File: config.mk
export PLATFORM = sky130hd
export DESIGN_NAME = uart_rx_fifo
export DESIGN_NICKNAME = d
export VERILOG_FILES = /design/src/rtl/uart_rx_fifo.sv
export SDC_FILE = /design/constraint.sdc
export NUM_CORES = 1
export LEC_CHECK = 0
export ABC_AREA = 1
export CORE_MARGIN = 8
export CORE_UTILIZATION = 30
export DETAILED_ROUTE_END_ITERATION = 7
export PLACE_DENSITY = 0.55
export SETUP_SLACK_MARGIN = 0.15
export SKIP_CTS_REPAIR_TIMING = 1
export SLEW_MARGIN = 20
export SYNTH_ARGS = -nofsm -noshare
export SYNTH_HDL_FRONTEND = slang
export SYNTH_SLANG_ARGS = --single-unit
export TNS_END_PERCENT = 5
File: constraint.sdc
create_clock -name clk -period 1.9 [get_ports clk]
set_clock_uncertainty 0.15 [all_clocks]
set_input_delay 0.475 -clock clk [delete_from_list [all_inputs] [get_ports clk]]
set_output_delay 0.475 -clock clk [all_outputs]
set_load 0.03 [all_outputs]
File: src/rtl/uart_rx_fifo.sv
// Receive-side FIFO behind the UART receiver: buffers words with their parity/framing flags
// and tracks fill level, almost-full watermark, sticky overflow and a saturating error count.
module uart_rx_fifo #(
   parameter int DATA_WIDTH   = 8,
   parameter int DEPTH        = 16,
   parameter int AFULL_THRESH = 12
) (
   input  logic                       clk,
   input  logic                       rst_n,
   input  logic [DATA_WIDTH-1:0]      in_data,
   input  logic                       in_valid,
   input  logic                       in_parity_err,
   input  logic                       in_framing_err,
   output logic [DATA_WIDTH-1:0]      out_data,
   output logic                       out_perr,
   output logic                       out_ferr,
   output logic                       out_valid,
   input  logic                       out_ready,
   input  logic                       flush,
   input  logic                       clr_status,
   output logic [$clog2(DEPTH):0]     level,
   output logic                       almost_full,
   output logic                       overflow,
   output logic [7:0]                 err_cnt
);

   localparam int AW = $clog2(DEPTH);
   localparam int LW = AW + 1;
   localparam logic [LW-1:0] DEPTH_L  = LW'(DEPTH);
   localparam logic [LW-1:0] THRESH_L = LW'(AFULL_THRESH);

   logic [DATA_WIDTH+1:0] mem [DEPTH];
   logic [AW-1:0]         wr_ptr;
   logic [AW-1:0]         rd_ptr;
   logic [DATA_WIDTH+1:0] head;
   logic                  pop;
   logic                  push;
   logic                  drop;
   logic                  err_push;

   assign out_valid   = (level != '0);
   assign almost_full = (level >= THRESH_L);
   assign pop         = out_valid & out_ready;
   assign push        = in_valid & ((level < DEPTH_L) | pop);
   assign drop        = in_valid & ~push;
   assign err_push    = push & ~flush & (in_parity_err | in_framing_err);

   assign head     = mem[rd_ptr];
   assign out_data = out_valid ? head[DATA_WIDTH-1:0] : '0;
   assign out_ferr = out_valid & head[DATA_WIDTH];
   assign out_perr = out_valid & head[DATA_WIDTH+1];

   // Storage is deliberately not reset; out_valid gating hides stale contents.
   always_ff @(posedge clk) begin
      if (push & ~flush) begin
         mem[wr_ptr] <= {in_parity_err, in_framing_err, in_data};
      end
   end

   always_ff @(posedge clk or negedge rst_n) begin
      if (!rst_n) begin
         wr_ptr   <= '0;
         rd_ptr   <= '0;
         level    <= '0;
         overflow <= 1'b0;
         err_cnt  <= 8'd0;
      end else begin
         if (flush) begin
            wr_ptr <= '0;
            rd_ptr <= '0;
            level  <= '0;
         end else begin
            if (push) wr_ptr <= wr_ptr + AW'(1);
            if (pop)  rd_ptr <= rd_ptr + AW'(1);
            if (push & ~pop)      level <= level + LW'(1);
            else if (pop & ~push) level <= level - LW'(1);
         end

         // A fresh drop or error push beats a coincident clr_status.
         if (drop & ~flush)   overflow <= 1'b1;
         else if (clr_status) overflow <= 1'b0;

         if (clr_status)                        err_cnt <= {7'd0, err_push};
         else if (err_push && err_cnt != 8'hFF) err_cnt <= err_cnt + 8'd1;
      end
   end

endmodule

After elaboration in Yosys (flattened, before gate mapping)
Memories as Yosys holds them, arrays and structs flattened.
Cells that the tools add are included.
- add/subtract/negate cells: 5
- multipliers: 0
- divide/modulo/power cells: 0
- $lt $le $gt $ge: 2
- equality and inequality tests: 1
- shifts and indexed selects: 0
- muxes and demuxes: 14
- bitwise gates (word level): 15
- reduce and logical (&&, ||, !) cells: 7
- operators with widths (cell ; count):
    2-to-1 mux 8 bit ; 3
    2-to-1 mux 4 bit ; 4
    2-to-1 mux 5 bit ; 3
    bitwise AND 1 bit ; 10
    adder 4 x 1 -> 4 bit (second input constant) ; 2
    adder 8 x 1 -> 8 bit (second input constant) ; 1
    != test 8 bit (second input constant) ; 1
    nonzero test 2 bit ; 4
    adder 5 x 1 -> 5 bit (second input constant) ; 1
    >= comparator 5 x 4 -> 1 bit (second input constant) ; 1
    < comparator 5 bit (second input constant) ; 1
    nonzero test 5 bit ; 1
    subtractor 5 x 1 -> 5 bit (second input constant) ; 1
    2-to-1 mux 1 bit ; 4
    NOT 1 bit ; 3
    nonzero test 3 bit ; 1
    bitwise OR 1 bit ; 2
    logical AND 1 bit ; 1
- register bits after elaboration: 22
- latch bits: 0
- memory bits (writable): 160
- ROM bits: 0
- input port bits: 16
- logic and storage cells: 50
- memories kept: 1
- memory list (memory ; depth ; width ; rd ports ; clocked after Yosys merged registers in ; wr ports ; RTL line ; text):
    mem ; 16 ; 10 ; 1 ; 0 ; 1 ; 32 ; logic [DATA_WIDTH+1:0] mem [DEPTH];

Logic depth before layout (Yosys ltp)
- word-level depth: 9
- mapped depth: 11

Least setup slack after synthesis
No wires, ideal clock.
- path kind: flip-flop to flip-flop
- start: register level[0]
- end: register level[4]
- setup time: 65 ps
- data arrival time: 2096 ps
- data required time: 1685 ps
- slack: -412 ps
- stages on the path, launching flop included: 12
- clock period less this slack: 2312 ps
- path through: dfrtp_1 -> nor2_1 -> nand3_2 -> nand2_2 -> nand2_2 -> fa_1 -> nand2_1 -> nand2_1 -> a21oi_1 -> nand3b_1 -> nand3_1 -> nand2_1
- word-level cells in the longest chain between the ends: 7
- elaborated cells on any way between the ends: 15
- those cells by class: add/sub: 2; order compare: 1; mux: 3; bitwise: 7; reduce/logical: 2
- RTL lines (item ; RTL line ; text):
    start: declaration ; 21 ; output logic [$clog2(DEPTH):0] level,
    start signal: assignment ; 75 ; if (push & ~pop) level <= level + LW'(1);
    start signal: assignment ; 76 ; else if (pop & ~push) level <= level - LW'(1);
    nonzero test 5 bit * ; 41 ; assign out_valid = (level != '0);
    net out_valid ; 17 ; output logic out_valid,
    bitwise AND 1 bit * ; 43 ; assign pop = out_valid & out_ready;
    bitwise OR 1 bit ; 44 ; assign push = in_valid & ((level < DEPTH_L) | pop);
    bitwise AND 1 bit ; 44 ;
    bitwise AND 1 bit / NOT 1 bit (equally long branches) ; 75, 76 ;
    2-to-1 mux 5 bit / bitwise AND 1 bit (equally long branches) ; 75, 76 ;
    2-to-1 mux 5 bit / nonzero test 3 bit (equally long branches) ; -- ;
Mark *: on every way through the listed nets, which the timed path passes. The rest lies on a longest branch. The select of a mux whose other input is x is not followed.
A chain may end at the register's enable or synchronous reset.

Worst setup path in the final report
- start: register rd_ptr[0]
- end: output port out_data[4]
- word-level cells in the longest chain between the ends: 2
- RTL lines (item ; RTL line ; text):
    start: declaration ; 34 ; logic [AW-1:0] rd_ptr;
    start signal: assignment ; 74 ; if (pop) rd_ptr <= rd_ptr + AW'(1);
    memory read (16 x 10 bit) ; -- ;
    2-to-1 mux 8 bit ; 49 ; assign out_data = out_valid ? head[DATA_WIDTH-1:0] : '0;
    end: declaration ; 14 ; output logic [DATA_WIDTH-1:0] out_data,
Every way passes these cells.

==> results by group <==
Placed design
  – Inst Count DP: 1150
  – Detail Placement HPWL: 13.0 mm
  – GPL Wtd Cong: 0.794
  – Placed cell area: 0.00950 sq mm
  – I/O Buffers: 41

Final layout
  – Fin nets: 865
  – Fill count: 2461
  – Antenna diode count: 0
  – Commonest non-fill, non-tap cell in the layout: nand2_1
  – Finished Layout Cells: approximately 1200
  – Commonest non-fill, non-tap cells in the layout: 245 x nand2_1, 160 x edfxtp_1, 130 x nand3_1, 78 x buf_4, 20 x buf_6
  – Core Util, Final: 39.9%
  – Layout Area Growth over Synthesis: 31.1%
  – Ratio of cells with drive above 1 in the final layout: 25.1%
  – Design area: a little over 0.01 sq mm

Power
  – Sw Ratio: about a third
  – Power Total: roughly 13 mW
  – Combinational Power Share: 36.8%
  – Flop pwr share: 34.8%
  – LEAKAGE: around 4 nW
  – Clk pwr share: 28.4%
  – Pwr/cell area: 1270 mW/mm^2
  – Sw Pwr: 4.61 mW
  – Max rail drop VDD: 0.903 mV
  – Pint: 8.51 mW

Run status
  – Failing checks: setup timing
  – Outcome: finished, violations left

STA
  – Minimum clock period: 2650 ps
  – F_max: 0.378 GHz
  – RSZ-0062 raised after global routing: true
  – Fin. Hold Viols: 0
  – Slew @ Worst Pin: 486 ps
  – Final worst setup slack: -746 ps
  – Fin crit share: 139%
  – Slew Viols, Final: 0
  – Worst slew margin: 67.6%
  – Final setup fails: 13

Logic synthesis
  – Area leader, netlist: edfxtp_1
  – Synth unique cells: 32
  – Mapped Avg Cell Area: 11.1 sq um
  – Synth top area cells: edfxtp_1 61%, nand2_1 12%, nand3_1 8.6%
  – Yosys warns: 0
  – Register area share after synthesis: 68.0%
  – Post-synth top area share: around 60%
  – Syn Inst Count: about 710
  – Synth Cell Area: 0.00788 sq mm
  – Mapped Nets: 739
  – Flops & latches, synth: roughly 180

CTS
  – CTS tree: yes
  – Clock root cell: clkbuf_16
  – Worst-path clk slew: approximately 70 ps
  – Skew-Pair Late Insertion Delay: 430 ps
  – H-tree depth: 4
  – Number of buffers created by CTS: 17
  – CTS Sinks: between 150 and 200
  – Clk buf depth: 2

Die
  – IO Pins: 42
  – Die height: between 150 and 200 um
  – Die area: around 0.032 sq mm
  – Core region area: 0.0259 sq mm
  – Row cnt: 59
  – Die Span X: 178 um
  – Initial Utilization: between 30% and 40%

Critical path
  – WP data required: around 1300 ps
  – Critical path launch point type: flop
  – Worst Setup End Kind: output port
  – CP arrival: 2020 ps
  – Crit path max fanout: 17
  – WS Path Type: flop to output port

Global routing
  – First-pass GRT wire length: between 30 and 40 mm
  – Gr usage total: 12.5%
  – Initial antenna violation count: 0
  – Vias in the first global route: 5344
  – Grt total ovfl: 0
  – Largest net degree at the start of global routing: 42

Drt
  – Initial DRC Count: 402
  – Vias: 5395
  – Avg Vias per Cell: 4.55
  – DR pass1 iterations: 5
  – DR WL/cell: 16.3 um
  – Routed Antenna Nets: 0
  – Residual DRC: 0
  – Routed Wire Length: 19.3 mm

Flow run
  – Max-cap violation count: 0

Hold path
  – Hold Path Class: input pin to async pin
==> layout make-up <==
type	instances	area, sq um	share of cell area (%)
Multi-Input combinational cell	477	2450	23.7
Timing Repair Buffer	139	1380	13.3
Sequential cell	182	5360	51.9
Clock buffer	17	425	4.12
Tap cell	335	419	4.06
Clock inverter	15	206	2.00
Inverter	21	87.6	0.848
==> state kept, by name, summed over array words and instances (netlist names) <==
name and cells:
mem 160, wr_ptr 4, err_cnt 8, level 5, overflow 1, rd_ptr 4
==> critical path, cell delays in order, from the launching register on <==
cell and delay (ps):
dfrtp_2 480, buf_4 160, clkbuf_16 170, nand2_1 60
nand3_1 80, nand3_1 120, nand2_1 120, nand2_1 110
a21oi_4 130, buf_4 170
==> metrics by stage <==
step	TNS [ps]	worst slack (ps)	hold WS (ps)
floorplan	-10840	-161	29.4
global placement	-70840	-477	345
detailed placement	-74960	-521	335
CTS	-12820	-818	240
global route	-10070	-872	266
finish	-7280	-746	248
==> cell usage after synthesis <==
cell type,instances
nand2_1,253
edfxtp_1,160
nand3_1,135
nor2_1,27
dfrtp_1,22
inv_1,17
a21oi_1,16
buf_2,12
ha_1,10
buf_6,8
clkbuf_1,8
xor2_1,8
o21ai_1,5
nor2_4,4
o21ai_0,4
buf_1,2
buf_4,2
inv_2,2
nand2_2,2
nand3_2,2
nand4_1,2
a21oi_4,1
a32o_1,1
clkinv_1,1
fa_1,1
inv_6,1
nand3b_1,1
nor2_2,1
nor3_4,1
o21a_1,1
o21ai_2,1
o21bai_1,1
==> kinds of logic (layout without fill, tap and decap cells) <==
| group | after synthesis | after routing | share of synthesized area (%) |
|---|---|---|---|
| and+or+nand+nor | 428 | 428 | 23.4 |
| DFF | 182 | 182 | 68.0 |
| buffers and inverters | 53 | 192 | 3.64 |
| AOI/OAI and AO/OA | 30 | 30 | 2.22 |
| adders and majority gates | 11 | 11 | 1.84 |
| xor gates and xnor gates | 8 | 8 | 0.889 |
==> final timing paths <==
path	from	endpoint	slack, ps	depth (start not counted)
setup reg to reg	level[3]	level[4]	-10	11
min in group clk	overflow	overflow	350	1
hold / removal	rst_n	wr_ptr[2]	250	2
hold reg to reg	overflow	overflow	350	1
max in group asynchronous	rst_n	level[3]	1090	2
setup / recovery	rd_ptr[0]	out_data[4]	-750	9
==> routing by layer <==
metal / global-route usage [%] / up-vias / share of wire [%]
met5: 0 / - / 0
met4: 3.79 / 0 / 1.3
met3: 2.96 / 15 / 6.0
met2: 18.8 / 127 / 46
met1: 17.7 / 2546 / 47
li1: - / 2707 / -
==> power by group through the flow <==
stage | combinational [mW] | sequential, mW | clock, mW
CTS | 4.61 | 4.56 | 3.79
detailed placement | 4.59 | 4.65 | 0
floorplan | 2.67 | 4.73 | 0
finish | 4.83 | 4.57 | 3.72
global route | 5.28 | 4.58 | 3.93
global placement | 4.58 | 4.65 | 0
Power figures use the tool's default switching activity.
